`src/rtl/uart_pkg.sv`:
```
// Shared UART definitions: receiver state encoding, oversample positions
// used for the majority vote, and frame-level bit values that uart_tx also
// uses.
package uart_pkg;

    typedef enum logic [2:0] {
        IDLE  = 3'd0,
        START = 3'd1,
        DATA  = 3'd2,
        STOP  = 3'd3,
        BREAK = 3'd4
    } rx_state_t;

    // Oversample ticks at which a bit is sampled for the 2-of-3 vote.
    localparam int MID_LO = 7;
    localparam int MID    = 8;
    localparam int MID_HI = 9;

    localparam logic START_BIT = 1'b0;
    localparam logic STOP_BIT  = 1'b1;

    function automatic logic maj3(input logic a, input logic b, input logic c);
        return (a & b) | (a & c) | (b & c);
    endfunction

endpackage

```
`src/rtl/uart_os_tick.sv`:
```
// Oversample tick divider: pulses tick for one clk every DIV clk.
// restart zeroes the count so tick phase lines up with a detected start edge.
// Ports:
//   clk     system clock
//   rstn    asynchronous active-low reset
//   restart synchronous counter clear
//   tick    one-cycle pulse when the count reaches DIV-1
module uart_os_tick #(
    parameter int DIV = 27
) (
    input  logic clk,
    input  logic rstn,
    input  logic restart,
    output logic tick
);

    localparam int CW = (DIV > 1) ? $clog2(DIV) : 1;
    localparam logic [CW-1:0] LAST = CW'(DIV - 1);

    logic [CW-1:0] cnt;

    assign tick = (cnt == LAST);

    always_ff @(posedge clk or negedge rstn) begin
        if (!rstn) begin
            cnt <= '0;
        end else if (restart || tick) begin
            cnt <= '0;
        end else begin
            cnt <= cnt + CW'(1);
        end
    end

endmodule

```
`src/rtl/uart_rx_os.sv`:
```
// 16x-oversampling 8N1 UART receiver with a one-deep valid/ready output.
//
//   state | meaning
//   IDLE  | line idle, waiting for a falling edge on the synced line
//   START | checking the start bit at its mid-samples, then its remainder
//   DATA  | sampling data bits LSB first into the shift register
//   STOP  | checking the stop bit at its mid-samples
//   BREAK | stop bit was low; wait for the line to return high
//
// Ports:
//   clk        system clock
//   rstn       asynchronous active-low reset
//   rxd        serial input, idle high, asynchronous to clk
//   dout       received byte, stable while dout_valid is high
//   dout_valid byte available, held until accepted
//   dout_ready consumer accepts when dout_valid && dout_ready
//   frame_err  one-cycle pulse when the stop bit votes low
//   overrun    one-cycle pulse when a byte is dropped because dout was full
//   busy       high whenever the receiver is not IDLE
module uart_rx_os
    import uart_pkg::*;
#(
    parameter int DATA_BITS  = 8,
    parameter int OVERSAMPLE = 16,
    parameter int DIV        = 27
) (
    input  logic                 clk,
    input  logic                 rstn,
    input  logic                 rxd,
    output logic [DATA_BITS-1:0] dout,
    output logic                 dout_valid,
    input  logic                 dout_ready,
    output logic                 frame_err,
    output logic                 overrun,
    output logic                 busy
);

    localparam int SW = $clog2(OVERSAMPLE);
    localparam int BW = $clog2(DATA_BITS + 1);

    rx_state_t state, state_nxt;

    logic                 rx_meta, rx_sync, rx_hist;
    logic                 tick;
    logic [SW-1:0]        s;
    logic [BW-1:0]        bit_idx;
    logic                 samp_lo, samp_mid;
    logic [DATA_BITS-1:0] shreg;
    logic                 deliver_pend;

    logic start_edge, restart, at_lo, at_mid, at_hi, s_last, maj;
    logic shift_en, fe_set, deliver_set;

    assign start_edge = (rx_sync == START_BIT) && (rx_hist == STOP_BIT);
    assign restart    = (state == IDLE) && start_edge;
    assign at_lo      = tick && (s == SW'(MID_LO));
    assign at_mid     = tick && (s == SW'(MID));
    assign at_hi      = tick && (s == SW'(MID_HI));
    assign s_last     = (s == SW'(OVERSAMPLE - 1));
    // Third vote comes straight from the line on the s=MID_HI tick.
    assign maj        = maj3(samp_lo, samp_mid, rx_sync);
    assign busy       = (state != IDLE);

    uart_os_tick #(.DIV(DIV)) u_tick (
        .clk     (clk),
        .rstn    (rstn),
        .restart (restart),
        .tick    (tick)
    );

    always_ff @(posedge clk or negedge rstn) begin
        if (!rstn) begin
            rx_meta <= 1'b1;
            rx_sync <= 1'b1;
            rx_hist <= 1'b1;
        end else begin
            rx_meta <= rxd;
            rx_sync <= rx_meta;
            rx_hist <= rx_sync;
        end
    end

    always_ff @(posedge clk or negedge rstn) begin
        if (!rstn) begin
            state <= IDLE;
        end else begin
            state <= state_nxt;
        end
    end

    // DATA is entered mid start bit; bit_idx stays 0 through the rest of the
    // start bit, so the first DATA sample at s=MID_HI belongs to data bit 0.
    always_comb begin
        state_nxt   = state;
        shift_en    = 1'b0;
        fe_set      = 1'b0;
        deliver_set = 1'b0;
        case (state)
            IDLE: begin
                if (start_edge) state_nxt = START;
            end
            START: begin
                if (at_hi) state_nxt = (maj == START_BIT) ? DATA : IDLE;
            end
            DATA: begin
                if (at_hi && (bit_idx != BW'(DATA_BITS))) shift_en = 1'b1;
                if (tick && s_last && (bit_idx == BW'(DATA_BITS))) state_nxt = STOP;
            end
            STOP: begin
                if (at_hi) begin
                    if (maj == STOP_BIT) begin
                        deliver_set = 1'b1;
                        state_nxt   = IDLE;
                    end else begin
                        fe_set    = 1'b1;
                        state_nxt = BREAK;
                    end
                end
            end
            BREAK: begin
                if (rx_sync == STOP_BIT) state_nxt = IDLE;
            end
            default: state_nxt = IDLE;
        endcase
    end

    always_ff @(posedge clk or negedge rstn) begin
        if (!rstn) begin
            s        <= '0;
            bit_idx  <= '0;
            samp_lo  <= 1'b1;
            samp_mid <= 1'b1;
            shreg    <= '0;
        end else begin
            if (restart) begin
                s       <= '0;
                bit_idx <= '0;
            end else begin
                if (tick && (state != IDLE) && (state != BREAK)) begin
                    s <= s_last ? '0 : s + SW'(1);
                end
                if (shift_en) begin
                    bit_idx <= bit_idx + BW'(1);
                end
            end
            if (at_lo)    samp_lo  <= rx_sync;
            if (at_mid)   samp_mid <= rx_sync;
            if (shift_en) shreg    <= {maj, shreg[DATA_BITS-1:1]};
        end
    end

    always_ff @(posedge clk or negedge rstn) begin
        if (!rstn) begin
            deliver_pend <= 1'b0;
            frame_err    <= 1'b0;
            overrun      <= 1'b0;
            dout         <= '0;
            dout_valid   <= 1'b0;
        end else begin
            deliver_pend <= deliver_set;
            frame_err    <= fe_set;
            overrun      <= 1'b0;
            if (deliver_pend) begin
                if (!dout_valid || dout_ready) begin
                    dout       <= shreg;
                    dout_valid <= 1'b1;
                end else begin
                    overrun <= 1'b1;
                end
            end else if (dout_valid && dout_ready) begin
                dout_valid <= 1'b0;
            end
        end
    end

endmodule

```
`config.mk`:
```
export PLATFORM = sky130hd
export DESIGN_NAME = uart_rx_os
export DESIGN_NICKNAME = d
export VERILOG_FILES = /design/src/rtl/uart_pkg.sv /design/src/rtl/uart_os_tick.sv /design/src/rtl/uart_rx_os.sv
export SDC_FILE = /design/constraint.sdc
export NUM_CORES = 1
export LEC_CHECK = 0
export CAP_MARGIN = 20
export CORE_MARGIN = 4
export CORE_UTILIZATION = 57
export CTS_CLUSTER_SIZE = 28
export DETAILED_ROUTE_END_ITERATION = 8
export PLACE_DENSITY = 0.78
export SLEW_MARGIN = 0
export SYNTH_ARGS = -nofsm -noshare
export SYNTH_HDL_FRONTEND = slang
export SYNTH_SLANG_ARGS = --single-unit
```
`constraint.sdc`:
```
create_clock -name clk -period 2.8 [get_ports clk]
set_input_delay 0.84 -clock clk [delete_from_list [all_inputs] [get_ports clk]]
set_output_delay 0.84 -clock clk [all_outputs]
set_load 0.1 [all_outputs]
```
## Word level (Yosys, flattened, before mapping)

Index checks and enable logic that the tools add are counted.

- Bits in registers: 41
- Input bits: 4
- Output and inout port bits: 12
- Word-level logic and storage cells: 91

- Reduce and logical (&&, ||, !) cells: 22
- Muxes and demuxes: 27
- Eq/ne operators: 18
- Bitwise logic cells: 6
- Add/sub/neg operators: 3

Operators with widths:

| operator | count |
|---|---|
| $mux W4 | 5 |
| $mux W3 | 6 |
| $eq A4 B4 Y1 const B | 4 |
| $pmux W3 S5 | 1 |
| $mux W1 | 13 |
| $logic_and A1 B1 Y1 | 11 |
| $ne A2 B2 Y1 const B | 5 |
| $add A4 B1 Y4 const B | 2 |
| $eq A3 B2 Y1 const B | 2 |
| $reduce_bool A2 Y1 | 3 |
| $add A5 B1 Y5 const B | 1 |
| $eq A5 B5 Y1 const B | 1 |
| $mux W5 | 1 |
| $reduce_and A5 Y1 | 1 |
| $eq A4 B3 Y1 const B | 1 |
| $ne A4 B4 Y1 const B | 1 |
| $reduce_and A2 Y1 | 2 |
| $and A1 B1 Y1 | 3 |
| $eq A3 B1 Y1 const B | 1 |
| $eq A3 B3 Y1 const B | 1 |
| $logic_not A3 Y1 | 1 |
| $ne A3 B3 Y1 const B | 1 |
| $reduce_bool A3 Y1 | 1 |
| $logic_or A1 B1 Y1 | 2 |
| other kinds (5) | 6 |

## Longest topological paths before layout

Gate-level depths: netlist of the first run.

- Depth in word-level cells: 7
- Depth in mapped cells: 6
- Depth with buffers taken out: 5

## Hierarchy

From an unflattened synthesis of the first run, not the netlist that was laid out.

- Cells, all modules: 150
- Area, all modules: 1,926.8 sq um

By module, submodules not included:

| module | sequential area each (sq um) | area an instance (sq um) | cells an instance | instances |
|---|---|---|---|---|
| uart_rx_os | 907.1 | 1,642.8 | 128 | 1 |
| uart_os_tick | 125.1 | 284.0 | 22 | 1 |

## Worst setup path after synthesis of the first run

Ideal clock, no wire load.

- Kind: flip-flop to output port
- Start: reg state[2]
- End: out busy
- Setup slack: 0.700 ns
- Data required time: 1.960 ns
- Cell stages (with the launch flop): 3
- Arrival: 1.260 ns
- Buffers on the path: 1
- Cell sequence: dfrtp_1 clkbuf_1 or3_1

- Cells in the longest elaborated chain, start to end: 1

Ends and longest elaborated chain:

| item | RTL line | RTL |
|---|---|---|
| from (decl) | uart_rx_os.sv:41 | `rx_state_t state, state_nxt;` |
| from (signal assigned) | uart_rx_os.sv:87 | `state <= state_nxt;` |
| $reduce_bool A3 Y1 | uart_rx_os.sv:62 | `assign busy = (state != IDLE);` |
| to (decl) | uart_rx_os.sv:35 | `output logic busy` |

No other way between the ends.

## Worst setup path after layout of the first run

- Start: reg state[1]
- End: out busy

Same word-level chain as after synthesis.

==> results of run 1 <==
==> path summary, 6_finish.rpt <==
path	end	slack (ns)
max	busy	0.49
min	rx_sync$_DFF_PN1_	0.37
max reg2reg	shreg[6]$_DFFE_PN0P_	0.73
min reg2reg	rx_sync$_DFF_PN1_	0.37
max in group asynchronous	u_tick.cnt[2]$_DFF_PN0_	1.67
min in group asynchronous	s[0]$_DFFE_PN0P_	0.58
==> layer usage <==
metal	track usage, %	up-vias	share of wire (%)
met3	4.27	6	4.1
met2	24.5	23	48
met4	7.77	0	1.9
li1	-	596	-
met5	0	-	0
met1	22.5	589	46
==> synth_stat cells, types with 3 or more instances <==
master | n | share of area [%]
dfrtp_1 | 36 | 48
ha_1 | 7 | 4.6
nor3_1 | 3 | 0.79
inv_1 | 10 | 2.0
mux2_2 | 19 | 11
dfstp_2 | 5 | 6.9
nand3_1 | 7 | 1.9
a21oi_1 | 4 | 1.1
nand2_1 | 3 | 0.59
o21ai_0 | 12 | 3.2
clkbuf_1 | 5 | 0.99
nor2_1 | 10 | 2.0
nand4_1 | 3 | 0.99
mux2i_1 | 5 | 2.6
==> state kept, by name, summed over array words and instances, names as in the netlist <==
signal / count
dout_valid: 1
s: 4
deliver_pend: 1
rx_meta: 1
rx_sync: 1
u_tick.cnt: 5
samp_lo: 1
shreg: 8
dout: 8
samp_mid: 1
state: 3
bit_idx: 4
frame_err: 1
overrun: 1
rx_hist: 1
==> power groups by stage <==
stage / clock, W / sequential, W / combinational (W)
2_1_floorplan: 0 / 0.000698 / 0.000153
3_5_place_dp: 0 / 0.000715 / 0.000195
4_1_cts: 0.000372 / 0.000703 / 0.000196
3_3_place_gp: 0 / 0.000709 / 0.000183
6_report: 0.000362 / 0.000703 / 0.000192
5_1_grt: 0.000400 / 0.000714 / 0.000223
==> stage by stage <==
| stage | area, sq um | util, % | worst slack, ns | total power [W] |
|---|---|---|---|---|
| floorplan | 1890 | - | 0.700 | 0.000851 |
| finish | 2120 | 68.4 | 0.491 | 0.00126 |
| detailed placement | 2050 | 66.0 | 0.597 | 0.000909 |
| CTS | 2120 | 68.4 | 0.489 | 0.00127 |
| global placement | 2050 | 66.0 | 0.641 | 0.000892 |
| global route | 2120 | 68.4 | 0.433 | 0.00134 |
==> area by class of cell <==
type | instances | area, sq um
Sequential cell | 41 | 1030
Fill cell | 253 | 981
Multi-Input combinational cell | 102 | 795
Timing Repair Buffer | 17 | 130
Tap cell | 44 | 55.1
Clock buffer | 5 | 37.5
Inverter | 10 | 37.5
Clock inverter | 2 | 35.0
==> cell families (layout without fill, tap and decap cells) <==
logic type               count (synthesis)  in the layout
flip-flops                              41             41
AND/OR/NAND/NOR                         46             46
AO/OA/AOI/OAI                           21             21
adder cells (fa/ha/maj)                  8              8
multiplexers                            24             24
XOR/XNOR                                 3              3
buffers and inverters                   17             34
==> flow_summary.ini, run 1 <==
[run_status]
status = completed

[critical_path]
path_max_fanout = 10
cp-end-kind = primary output
critical_path_depth = 2
critical_path_required_ns = 1.96
rr_startpoint = s[1]$_DFFE_PN0P_
reg2reg_depth = 6
path_cells = or3_1 > buf_4
critical_path_class = reg -> out
cp_top_family = flip-flops
cp_slowest_cell = dfrtp_1
cp_data_arrival_time_ns = 1.47
worst_path_largest_cell_delay_ns = 0.49
start_kind = flip-flop
startpoint = state[1]$_DFFE_PN0P_
path_buf_inv = 1

[yosys]
syn_nets = 171
synth-adder-area-share_pct = 5.16
synth-async-reset-ratio_pct = 100
synth_top_family_by_area = simple AND/OR/NAND/NOR gates
synth_area_sq_um = 1890
synth-main-ff-cell = dfrtp_1
yosysSeqAreaShare_pct = 54.5
ys_ff_latch = 41
ys_types = 38
synth_cells = 160
synthSimpleGateAreaFrac_pct = 15.3
synth_xor_area_share_pct = 1.39
synth_compound_area_share_pct = 6.21
synth_edf_count = 0
syn_avg_cell_area_sq_um = 11.8
ys_warn_count = 0
muxShareOfSynthArea_pct = 13.9

[grt]
antenna_found_initial = 0
grt_pass1_vias = 1167
grt_pass1_wl_um = 5410
grt_max_degree = 42
groute.usage.overall_pct = 16.5
grt_overflow = 0

[final_layout]
drive_gt1_share_pct = 28.2
final_common_cell = dfrtp_1
diodes = 0
fin_cells = 221
area_growth_pct = 12.1
final_cell_mix = dfrtp_1 (36), mux2_2 (19), buf_4 (14), o21ai_0 (12)
final_nets = 188

[floorplan]
ios = 16
die_w_um = 65.6
dieArea_sq_um = 4310
initial_utilization_pct = 61.0
core_area_sq_um = 3100
die_h_um = 65.6
rows = 20

[place]
portBuffers = 15
gp_congestion = 0.885
dpl.hpwl_um = 2250
dp_cells = 214

[sta]
fin_setup_tns_ns = 0
max_slew_margin_pct = 43.3
fmax_mhz = 433
whs_ns = 0.374
worst_pin_slew_ns = 0.850
hold_viol_final = 0
rsz0062_at_grt = false
slew_viol_final = 0
finalCritPeriodShare_pct = 82.5
fin_skew_ns = 0.0132
setup_violations = 0
fin_crit_ns = 2.31

[route]
drc = 0
wl_per_cell_um = 14.0
num_vias = 1214
dr.first_iter.drc_count = 77
postRouteAntennaNets = 0
dr.pass1.iters = 4
via_per_inst = 5.49
drt_wl_total_um = 3090

[pwr]
power_frac_comb_pct = 15.2
p_leak_nw = 0.984
peakVddDrop_v = 0.000485
seqPwrFrac_pct = 56.0
clock_power_share_pct = 28.8
swShare_pct = 27.8
netSwitchingPower_w = 0.000349
p_int_w = 0.000908
power_density_nw_per_um2 = 592

[clocking]
clk_latency_ns = 0.35
ctsResizeCount = 0
cts_tree = done
cts-buffers-inserted = 5
clock_sinks = 41
cts_root_buf = clkbuf_4
clk_pin_slew_ns = 0.12
clock_path_buffers = 2
cts.htree.levels = 2
holdBufCountCts = 0
post-cts-setup-buffer-count = 0

[job]
cap_violations = 0

[hold_path]
hold_class = reg -> reg
min_from = rx_meta$_DFF_PN1_
hold_depth = 0
(Power assumes the default switching activity.)
==> inputs of run 2 (changes only) <==
CORE_UTILIZATION = 56   (was 57)
PLACE_DENSITY = 0.76   (was 0.78)
clock period = 2.2 ns   (was 2.8 ns; I/O delays follow)
==> flow_summary.ini, run 2 (same netlist as run 1, synthesis figures left out) <==
[clocking]
cts.htree.levels = 2
clock_sinks = 41
clock_path_buffers = 2
clk_pin_slew_ns = 0.13
cts-buffers-inserted = 5
post-cts-setup-buffer-count = 0
cts_root_buf = clkbuf_4
clk_latency_ns = 0.35
holdBufCountCts = 0
ctsResizeCount = 0
cts_tree = done

[critical_path]
path_cells = or3_1 > buf_12
cp_data_arrival_time_ns = 1.45
r2r_slack_ns = 0.30
start_kind = flip-flop
startpoint = state[1]$_DFFE_PN0P_
critPathCapture = busy
path_max_fanout = 10
path_buf_inv = 1
cp_top_family = flip-flops
cp-end-kind = primary output
critical_path_depth = 2
worst_path_largest_cell_delay_ns = 0.48
critical_path_required_ns = 1.54
reg2reg_depth = 6
cp_slowest_cell = dfrtp_2
rr_startpoint = s[1]$_DFFE_PN0P_
critical_path_class = reg -> out
r2r-end = shreg[6]$_DFFE_PN0P_

[sta]
fmax_mhz = 475
hold_viol_final = 0
worst_pin_slew_ns = 0.386
setup_violations = 0
max_slew_margin_pct = 74.0
fin_crit_ns = 2.11
fin_setup_tns_ns = 0
rsz0062_at_grt = false
slew_viol_final = 0
finalCritPeriodShare_pct = 95.7
fin_skew_ns = 0.00963

[grt]
antenna_found_initial = 0
grt_overflow = 0
grt_pass1_wl_um = 6400
grt_max_degree = 17
grt_pass1_vias = 1345
groute.usage.overall_pct = 19.1

[place]
dpl.hpwl_um = 2610
portBuffers = 15
gp_congestion = 0.804

[floorplan]
ios = 16
initial_utilization_pct = 60.0
dieArea_sq_um = 4370
rows = 20
core_area_sq_um = 3150
die_h_um = 66.1
die_w_um = 66.1

[final_layout]
area_growth_pct = 13.6
drive_gt1_share_pct = 30.4
final_nets = 191
fin_util_pct = 68.2
final_common_cell = dfrtp_1
diodes = 0
final_cell_mix = dfrtp_1 (35), mux2_2 (19), buf_4 (16), o21ai_0 (12)
reg_top3 = dout (8), shreg (8), u_tick.cnt (5)

[route]
postRouteAntennaNets = 0
drc = 0
drt_wl_total_um = 3520
via_per_inst = 5.63
dr.pass1.iters = 4
wl_per_cell_um = 15.7
dr.first_iter.drc_count = 107
num_vias = 1266

[pwr]
p_leak_nw = 1.00
peakVddDrop_v = 0.000537
power_density_nw_per_um2 = 732

[run_status]
status = completed

[job]
cap_violations = 0

[hold_path]
hold_class = in -> async
==> run 2: cell count changes in the layout (fill, tap and decap cells not counted) <==
cell and delta:
buf_4 +2, buf_12 +1, bufinv_16 -1, clkbuf_8 +1, clkinv_4 +1, dfrtp_1 -1
dfrtp_2 +1
==> run 2: layer usage <==
layer,up-vias,global-route usage [%],wire length (um)
met2,16,31.0,1790
li1,607,-,-
met1,636,25.3,1600
met3,7,4.93,91
met4,0,5.33,42
met5,-,0,0
==> run 2: cell type report <==
type	instances	area [sq um]
flip-flops and latches	41	1030
well taps	44	55.1
clock inverters	2	13.8
inverters	10	37.5
fillers	260	1000
clock buffers	6	51.3
repair buffers	20	165
multi-input cells	102	795
==> run 2: power breakdown <==
| group | leakage (nW) | switching [W] | total (W) | internal, W |
|---|---|---|---|---|
| clock | 0.0382 | 0.000251 | 0.000407 | 0.000156 |
| combinational | 0.422 | 0.000149 | 0.000266 | 0.000117 |
| sequential | 0.540 | 0.0000803 | 0.000901 | 0.000821 |
==> run 2: how the worst min path moves through the flow <==
stage / start / end / slack, ns / cells after the start
2_1_floorplan: rx_meta$_DFF_PN1_ / rx_sync$_DFF_PN1_ / 0.35 / 0
3_3_place_gp: rx_meta$_DFF_PN1_ / rx_sync$_DFF_PN1_ / 0.35 / 0
3_5_place_dp: rx_meta$_DFF_PN1_ / rx_sync$_DFF_PN1_ / 0.35 / 0
4_1_cts: rstn / state[1]$_DFFE_PN0P_ / 0.19 / 1
5_1_grt: rstn / dout_valid$_DFFE_PN0P_ / 0.20 / 1
6_report: rstn / bit_idx[1]$_DFFE_PN0P_ / 0.20 / 1
==> run 2: per-stage QoR <==
stage	cell area [sq um]	instances	hold slack (ns)	worst slack (ns)	power, W
floorplan	1890	160	0.345	0.280	0.00108
global placement	2080	217	0.346	0.210	0.00116
detailed placement	2080	217	0.347	0.169	0.00118
CTS	2150	225	0.194	0.0531	0.00158
global route	2150	225	0.202	0.0125	0.00168
finish	2150	225	0.199	0.0937	0.00157
==> edit: new RTL, flow settings as in run 2 <==
`DIV` is set to 27 in 2 places; all go to 54.
--- a/src/rtl/uart_os_tick.sv
+++ b/src/rtl/uart_os_tick.sv
@@ -8,3 +8,3 @@
 module uart_os_tick #(
-    parameter int DIV = 27
+    parameter int DIV = 54
 ) (
--- a/src/rtl/uart_rx_os.sv
+++ b/src/rtl/uart_rx_os.sv
@@ -24,3 +24,3 @@
     parameter int OVERSAMPLE = 16,
-    parameter int DIV        = 27
+    parameter int DIV        = 54
 ) (
Formal check against the unedited RTL: same outputs for any inputs over 10 cycles, from zero or initial values and one cycle with rstn low; that may be too few to reach the edited logic, so the function may still have changed.
==> edit against run 2 <==
- routed wire length fell by 12%
- synthesized area rose by 2.0%
- sequential cell count rose by 1
- setup slack got worse by 0.024 ns
- total power rose by 5.3%
- cell area rose by 0.81%
- worst hold slack improved by 0.078 ns
- largest cell class unchanged
==> edit: results (changes against run 2) <==
| Metric | Value |
|---|---|
| Detailed Routing Iterations Pass 1 | 6 (+2) |
| Clock Tree Buf Depth | 2 (unchanged) |
| Post-synthesis mux area share | 11.5% (-2.4 points) |
| VDD IR-drop max | 603 uV (+12%) |
| Hold crit path type | primary input to async pin |
| Vias | 1,260 (-0.47%) |
| Antenna cells | 0 (unchanged) |
| YS warnings | 0 (unchanged) |
| DP Cell Count | 220 (+1.4%) |
| Synth async-reset ratio | 100% (unchanged) |
| Pin count of the biggest net entering global routing | 26 (+9) |
| PostCTS Resize Cnt | 0 (unchanged) |
| Per-cell routed wire length | 13.5 um (-13%) |
| Status | complete, no violations |
| GRT Total Usage | 16.6% (-2.5 points) |
| PortBufs | 15 (unchanged) |
| Synth unique cells | 38 (unchanged) |
| Initial antenna violation count | 0 (unchanged) |
| Nets | 192 (+0.52%) |
| Placer congestion estimate | 0.858 (+6.8%) |
| CTS buffer count | 5 (unchanged) |
| Avg Cell Area, Syn | 11.9 sq um (+0.79%) |
| Top flop regs | dout (8), shreg (8), u_tick.cnt (6) |
| Postcts setup bufs | 0 (unchanged) |
| Arr. time, crit path | 1.47 ns (+0.02 ns) |
| Global-route wire length before repair | 5470 um (-14%) |
| Worst-Margin Slew | 0.537 ns (+0.151 ns) |
| H-Tree Depth | 2 (unchanged) |
| Worst-skew pair later-pin latency | 0.35 ns (about the same) |
| Worst-path fanout max | 10 (unchanged) |
| Pre-CTS WS | 0.183 ns (+0.0144 ns) |
| Share of layout cells above drive strength 1 | 29.1% (-1.3 points) |
| Post-synth top cells | 37 x dfrtp_1, 18 x mux2_2, 17 x nor2_1 |
| Non-Filler Instances | 228 (+1.3%) |
| Syn_nets | 173 (+1.2%) |
| Reg2reg start | u_tick.cnt[1] |
| Clk root buf | clkbuf_4 |
| Skew final | 0.0141 ns (+0.00444 ns) |
| Sequential element share of the synthesized area | 54.7% (+0.20 points) |
| Adder-Cell Fraction of Synth Area | 5.05% (-0.10 points) |
| Leak pwr | 1.02 nW (+1.6%) |
| Cell Area, Placed | 0.00209 sq mm (+0.24%) |
| Clk slew on worst S/H paths | 0.12 ns |
| Compound-Gate Fraction of Synth Area | 6.99% (+0.78 points) |
| Synth area leaders | dfrtp_1 48%, mux2_2 10%, dfstp_2 6.8% |
| First DRT Iteration DRCs | 16 (-85%) |
| Detail Placement HPWL | 2350 um (-10%) |
| Crit path launch | state[1] |
| Post-Synth XOR/XNOR Area | 2.27% (+0.88 points) |
## edit: changes by cell type after synthesis, sizes merged, moves of 3 or more
cell / before / now
clkbuf: 6 / 0
mux2i: 5 / 2
xnor2: 1 / 4
o21ai: 12 / 4
nand2: 3 / 8
nor2: 10 / 18
o31ai: 0 / 4
buf: 1 / 4
## edit: final timing paths
check                            to  slack [ns]  depth (start not counted)
max                            busy        0.07                          2
min in group clk            rx_sync        0.36                          0
min reg2reg                 rx_sync        0.36                          0
max in group asynchronous   dout[5]        1.29                          2
min                        shreg[7]        0.28                          1
max reg2reg                shreg[6]        0.25                          6
## edit: critical path, cell delays in order (launching register included)
cell	delay, ns
dfrtp_1	0.52
or3_1	0.41
buf_12	0.19
## edit: final cells by class
cell class              instances  area (sq um)
well taps                      46          57.6
multi-input cells             106           802
clock inverters                 2          37.5
inverters                      10          37.5
fillers                       271          1170
flip-flops and latches         42          1060
clock buffers                   6          41.3
repair buffers                 16           135
## edit: stage by stage
stage | utilization (%) | total power [mW]
2_1_floorplan | - | 1.12
3_3_place_gp | 62.6 | 1.18
3_5_place_dp | 62.6 | 1.21
4_1_cts | 65.0 | 1.69
5_1_grt | 65.0 | 1.76
6_report | 65.0 | 1.66
## edit: power breakdown
group	switching [mW]	internal, mW
logic	0.153	0.108
registers	0.0828	0.840
clock network	0.234	0.240
## edit: cell families (layout without fill, tap and decap cells)
kind of cell | Yosys count | after routing
AOI/OAI and AO/OA | 20 | 20
xor gates and xnor gates | 5 | 5
adders and majority gates | 8 | 8
buffers and inverters | 14 | 34
DFF | 42 | 42
muxes | 20 | 20
and+or+nand+nor | 53 | 53
## edit: metal layers
metal | GRT usage [%] | share of wire, % | routed length (um) | vias to the layer above
met5 | 0 | 0 | 0 | -
met4 | 7.87 | 1.8 | 56 | 0
met3 | 4.22 | 3.5 | 107 | 6
met2 | 27.8 | 52 | 1610 | 17
met1 | 19.7 | 43 | 1310 | 629
li1 | - | - | - | 608
